<file path="src/rtl/rv32i_mtimer_if.sv">
// Halfword memory-port bundle between the core's region mux and the machine timer.
interface rv32i_mtimer_if;
    logic        select_i;
    logic        read_i;
    logic        write_i;
    logic [3:0]  addr_i;
    logic [15:0] data_i;
    logic [15:0] write_mask_i;
    logic [15:0] data_o;

    modport master (
        output select_i, read_i, write_i, addr_i, data_i, write_mask_i,
        input  data_o
    );

    modport slave (
        input  select_i, read_i, write_i, addr_i, data_i, write_mask_i,
        output data_o
    );
endinterface

</file>
<file path="src/rtl/rv32i_mtimer.sv">
// Machine timer: 64-bit mtime / mtimecmp behind four halfword registers each,
// a prescaled count enable and a level timer interrupt. Reads are registered with
// one-cycle latency, like the block RAMs sharing the same port.
module rv32i_mtimer #(
    parameter int PORT_LEN      = 16,
    parameter int PRESCALE_BITS = 8
) (
    input  logic           clk_i,
    input  logic           reset_ni,
    rv32i_mtimer_if.slave  bus,
    output logic           irq_o
);

    logic [63:0]              mtime_q, mtime_d;
    logic [63:0]              mtimecmp_q, mtimecmp_d;
    logic                     en_q, en_d;
    logic                     irqEn_q, irqEn_d;
    logic [PRESCALE_BITS-1:0] prescale_q, prescale_d;
    logic [PRESCALE_BITS-1:0] preCnt_q, preCnt_d;
    logic [47:0]              snap_q, snap_d;
    logic [PORT_LEN-1:0]      data_q, data_d;
    logic                     irq_q, irq_d;

    logic        doRead;
    logic        doWrite;
    logic        tick;
    logic        cmpHit;
    logic [5:0]  hwBase;
    logic [15:0] ctrlRd;
    logic [15:0] statusRd;
    logic [15:0] rdVal;
    logic [15:0] mask;

    // Bus decode, prescaler tick, register read mux and all next-state values.
    always_comb begin
        doRead     = bus.select_i & bus.read_i;
        doWrite    = bus.select_i & bus.write_i;
        mask       = bus.write_mask_i;
        hwBase     = {bus.addr_i[1:0], 4'b0000};
        tick       = en_q && (preCnt_q == prescale_q);
        cmpHit     = (mtime_q >= mtimecmp_q);

        ctrlRd                      = '0;
        ctrlRd[0]                   = en_q;
        ctrlRd[1]                   = irqEn_q;
        ctrlRd[8 +: PRESCALE_BITS]  = prescale_q;

        statusRd    = '0;
        statusRd[0] = cmpHit;
        statusRd[1] = en_q;

        unique case (bus.addr_i)
            4'd0:    rdVal = mtime_q[15:0];
            4'd1:    rdVal = snap_q[15:0];
            4'd2:    rdVal = snap_q[31:16];
            4'd3:    rdVal = snap_q[47:32];
            4'd4:    rdVal = mtimecmp_q[15:0];
            4'd5:    rdVal = mtimecmp_q[31:16];
            4'd6:    rdVal = mtimecmp_q[47:32];
            4'd7:    rdVal = mtimecmp_q[63:48];
            4'd8:    rdVal = ctrlRd;
            4'd9:    rdVal = statusRd;
            default: rdVal = '0;
        endcase

        mtime_d    = tick ? (mtime_q + 64'd1) : mtime_q;
        mtimecmp_d = mtimecmp_q;
        en_d       = en_q;
        irqEn_d    = irqEn_q;
        prescale_d = prescale_q;
        snap_d     = snap_q;
        data_d     = data_q;
        irq_d      = irqEn_q & cmpHit;

        if (tick) begin
            preCnt_d = '0;
        end else if (en_q) begin
            preCnt_d = preCnt_q + 1'b1;
        end else begin
            preCnt_d = preCnt_q;
        end

        if (doRead) begin
            data_d = rdVal;
            if (bus.addr_i == 4'd0) begin
                snap_d = mtime_q[63:16];
            end
        end

        if (doWrite) begin
            if (bus.addr_i[3:2] == 2'b00) begin
                // A software load wins over a tick: start from the un-ticked value.
                mtime_d = mtime_q;
                mtime_d[hwBase +: 16] = (mtime_q[hwBase +: 16] & ~mask) | (bus.data_i & mask);
            end else if (bus.addr_i[3:2] == 2'b01) begin
                mtimecmp_d[hwBase +: 16] = (mtimecmp_q[hwBase +: 16] & ~mask) | (bus.data_i & mask);
            end else if (bus.addr_i == 4'd8) begin
                en_d       = (en_q & ~mask[0]) | (bus.data_i[0] & mask[0]);
                irqEn_d    = (irqEn_q & ~mask[1]) | (bus.data_i[1] & mask[1]);
                prescale_d = (prescale_q & ~mask[8 +: PRESCALE_BITS])
                           | (bus.data_i[8 +: PRESCALE_BITS] & mask[8 +: PRESCALE_BITS]);
                preCnt_d   = '0;
            end
        end
    end

    // State registers; reset parks mtimecmp at all-ones so no interrupt can fire early.
    always_ff @(posedge clk_i or negedge reset_ni) begin
        if (!reset_ni) begin
            mtime_q    <= '0;
            mtimecmp_q <= '1;
            en_q       <= 1'b0;
            irqEn_q    <= 1'b0;
            prescale_q <= '0;
            preCnt_q   <= '0;
            snap_q     <= '0;
            data_q     <= '0;
            irq_q      <= 1'b0;
        end else begin
            mtime_q    <= mtime_d;
            mtimecmp_q <= mtimecmp_d;
            en_q       <= en_d;
            irqEn_q    <= irqEn_d;
            prescale_q <= prescale_d;
            preCnt_q   <= preCnt_d;
            snap_q     <= snap_d;
            data_q     <= data_d;
            irq_q      <= irq_d;
        end
    end

    assign bus.data_o = data_q[15:0];
    assign irq_o      = irq_q;

endmodule

</file>
<file path="src/flat_wrapper.sv">
// flat-port wrapper written by rule: the top's interface ports become plain ports
module rv32i_mtimer_flat 
#(
    parameter int PORT_LEN      = 16,
    parameter int PRESCALE_BITS = 8
)
  (clk_i, reset_ni, irq_o, bus_select_i, bus_read_i, bus_write_i, bus_addr_i, bus_data_i, bus_write_mask_i, bus_data_o);
  rv32i_mtimer_if bus_i ();
  input  logic clk_i;
  input  logic reset_ni;
  output logic irq_o;
  input wire logic [$bits(bus_i.select_i)-1:0] bus_select_i;
  input wire logic [$bits(bus_i.read_i)-1:0] bus_read_i;
  input wire logic [$bits(bus_i.write_i)-1:0] bus_write_i;
  input wire logic [$bits(bus_i.addr_i)-1:0] bus_addr_i;
  input wire logic [$bits(bus_i.data_i)-1:0] bus_data_i;
  input wire logic [$bits(bus_i.write_mask_i)-1:0] bus_write_mask_i;
  output wire logic [$bits(bus_i.data_o)-1:0] bus_data_o;
  assign bus_i.select_i = bus_select_i;
  assign bus_i.read_i = bus_read_i;
  assign bus_i.write_i = bus_write_i;
  assign bus_i.addr_i = bus_addr_i;
  assign bus_i.data_i = bus_data_i;
  assign bus_i.write_mask_i = bus_write_mask_i;
  assign bus_data_o = bus_i.data_o;
  rv32i_mtimer #(.PORT_LEN(PORT_LEN), .PRESCALE_BITS(PRESCALE_BITS)) u_core (.clk_i(clk_i), .reset_ni(reset_ni), .bus(bus_i), .irq_o(irq_o));
endmodule
</file>
<file path="config.mk">
export PLATFORM = sky130hd
export DESIGN_NAME = rv32i_mtimer_flat
export DESIGN_NICKNAME = d
export VERILOG_FILES = /design/src/rtl/rv32i_mtimer_if.sv /design/src/rtl/rv32i_mtimer.sv /design/src/flat_wrapper.sv
export SDC_FILE = /design/constraint.sdc
export NUM_CORES = 1
export LEC_CHECK = 0
export CORE_ASPECT_RATIO = 1.25
export CORE_MARGIN = 2
export CORE_UTILIZATION = 30
export DETAILED_ROUTE_END_ITERATION = 7
export SKIP_LAST_GASP = 1
export SYNTH_ARGS = -nofsm -noshare
export SYNTH_HDL_FRONTEND = slang
export SYNTH_SLANG_ARGS = --single-unit
</file>
<file path="constraint.sdc">
create_clock -name clk_i -period 3.5 [get_ports clk_i]
set_clock_uncertainty 0.2 [all_clocks]
set_input_delay 0.525 -clock clk_i [delete_from_list [all_inputs] [get_ports clk_i]]
set_output_delay 0.525 -clock clk_i [all_outputs]
set_load 0.01 [all_outputs]
</file>
==> flow_summary.ini <==
[outcome]
outcome = finished, final reports clean

[clock_tree]
path_clk_slew_ns = 0.07
cts_buffer_depth = 3
clock-sinks = 211
cts_root_buffer = clkbuf_16
holdBufCountCts = 1
cts_resized = 0
post_cts_buffers = 0
cts_tree = built
cts_buffers = 23
worstSkewPairLatency_ns = 0.53
h-tree-depth = 1

[detailed_routing]
drt-total-wl_um = 52600
vias = 12282
drt_iter0_drc = 1196
routedWlPerCell_um = 25.3
viasPerCell = 5.90
drcViolationCount = 0
final_antenna_net_count = 0
first_pass_iters = 7

[setup_path]
crit_type = register to register
r2r_end = u_core.mtime_q[51]
cp.required_ns = 3.77
slowest_delay_ns = 0.70
cpMaxStageDelayCell = or4_1
rrSetupSlack_ns = 0.37
cp_max_fo = 7
crit_family = simple AND/OR/NAND/NOR gates
cp_num_buf_inv = 0
cp.arrival_ns = 3.40
path_depth = 7
crit_end = u_core.mtime_q[51]
cp_cell_sequence = xor2_1 -> nor3_2 -> nand4_2 -> or2_1 -> or4_1 -> or4_1 -> nand3_1
rr_worst_depth = 7
worst_setup_path_end_kind = register
start_kind = register
cpMostUsedCell = or4_1

[timing]
fin_crit_ns = 3.13
maxSlewViolCount = 0
fin_setup_tns_ns = 0
slew_headroom_pct = 37.4
hold_slack_ns = 0.273
setup_violations = 0
period_share_pct = 89.5
tightest_slew_ns = 0.938
hold_viol = 0
grt_setup_unrepaired = false
max_freq_ghz = 0.319

[power_and_ir_drop]
p_leak_nw = 6.52
irDropWorstVdd_uv = 359
total_power_w = 0.00716
power_density_nw_per_um2 = 451

[synth]
synth_cell_type_count = 75
yosys.area.top_type_share_pct = 27.6
ys_ff_latch = 211
syn-cell-area_um2 = 13300
async_flop_share_pct = 100
synth_area_per_cell_um2 = 9.59
yosysWarnings = 0
yosysSeqAreaShare_pct = 40.2
syn-instance-count = 1390
yosys-top-cells-area = dfrtp_1 28%, dfstp_2 13%, ha_1 6.8%
yosys.area.top_type = dfrtp_1
ys.flop_type = dfrtp_1
synth-edff-count = 0
syn-num-nets = 1503

[layout]
areaGrowthSynthToFinish_pct = 19.1
final_nets = 1605
layout-drive-gt1-share_pct = 21.6
antennaDiodeCount = 0
stdcell_count = 2080
postLayoutCellArea_um2 = 15900
fillers = 4403

[floorplan]
start_util_pct = 30.3
core_region_area_um2 = 44000
die_w_um = 193
ios = 58
die_area_um2 = 46200
rows = 86
die_height_um = 240

[global_route]
grt_pass1_wl_um = 78300
first_global_vias = 12086
grt_usage_pct = 22.9
use_met2_pct = 37.4
antenna_found_initial = 1
use_met3_pct = 4.22
grt_max_degree = 119
grt_most_used_layer = met2
grt_overflow = 0
grt_use_met1_pct = 28.7

[flow_run]
max-cap-violations = 0

[hold_path]
hold_path.class = primary input to asynchronous set/reset pin

[placed_design]
dp_cells = 2038
place_area_um2 = 15100
gp_congestion = 0.925
dpl.hpwl_um = 39500
port_buffers = 57
## worst min-delay path by stage
| stage | startpoint | end | slack, ns | cells after the start |
|---|---|---|---|---|
| floorplan | reset_ni | asynchronous set/reset pin | 0.03 | 0 |
| CTS | reset_ni | u_core.snap_q[27] | 0.27 | 2 |
| detailed placement | reset_ni | asynchronous set/reset pin | 0.24 | 1 |
| finish | reset_ni | u_core.snap_q[27] | 0.27 | 2 |
| global route | reset_ni | asynchronous set/reset pin | 0.30 | 2 |
| global placement | reset_ni | u_core.snap_q[27] | 0.25 | 1 |
## sequential cells by signal, indices dropped and copies added, names as in the netlist, named ones only
register / flops
u_core.preCnt_q: 8
u_core.mtime_q: 64
u_core.irq_o: 1
u_core.bus.data_o: 16
u_core.mtimecmp_q: 64
u_core.snap_q: 48
## Yosys cell counts (23+ instances only)
library cell / n
nand2_1: 172
dfrtp_1: 147
o21ai_0: 109
inv_1: 75
nor2_1: 73
ha_1: 72
mux2_2: 69
dfstp_2: 64
a21oi_1: 61
clkbuf_1: 61
nand3_1: 45
a221oi_1: 29
mux2i_1: 29
mux4_2: 29
a31oi_1: 26
nand4_1: 25
nor3_1: 25
a22oi_1: 23
## power by group
part | switching [W] | leakage [nW] | internal (W)
clock network | 0.00107 | 0.386 | 0.00153
logic | 0.000794 | 3.56 | 0.000687
registers | 0.000355 | 2.57 | 0.00272
## worst reg2reg max path: stages (launching register included)
cell and delay, ns:
dfrtp_1 0.43, xor2_1 0.19, nor3_2 0.25, nand4_2 0.38, or2_1 0.38, or4_1 0.70, or4_1 0.45, nand3_1 0.08
## through the flow
step | setup WS [ns] | utilization (%)
detailed placement | 0.226 | 34.3
floorplan | 0.0643 | -
finish | 0.369 | 36.1
global route | 0.212 | 36.1
CTS | 0.378 | 36.1
global placement | 0.303 | 34.3
## area by class of cell
type / count / area (um^2) / share of cell area, %
clock inverters: 8 / 95.1 / 0.599
multi-input cells: 1024 / 7380 / 46.5
flip-flops and latches: 211 / 5360 / 33.7
clock buffers: 33 / 696 / 4.38
inverters: 75 / 282 / 1.77
repair buffers: 157 / 1360 / 8.54
well taps: 572 / 716 / 4.50
## cell families after synthesis
logic type / Yosys count / synth area share, %
buf+inv: 155 / 4.46
xor+xnor: 15 / 0.985
flops: 211 / 40.2
simple gates: 449 / 16.6
compound gates: 360 / 17.9
fa+ha+maj: 72 / 6.76
mux: 128 / 13.1
## metal layers
layer	wire (um)	share of wire [%]
met5	9	0.017
met4	3040	5.8
met3	4020	7.6
met2	24700	47
met1	20800	40
## layout by cell type (no fill, tap or decap), types with 25 or more instances in the layout
cell type and instances:
a21oi_1 61, a221oi_1 29, a31oi_1 26, buf_4 96, clkbuf_16 25, clkdlybuf4s50_1 54, dfrtp_1 147, dfstp_2 64
ha_1 72, inv_1 75, mux2_2 69, mux2i_1 29, mux4_2 29, nand2_1 171, nand3_1 45, nand4_1 25
nor2_1 73, nor3_1 25, o21ai_0 109
Note: power is estimated with default switching activity, not from simulation.
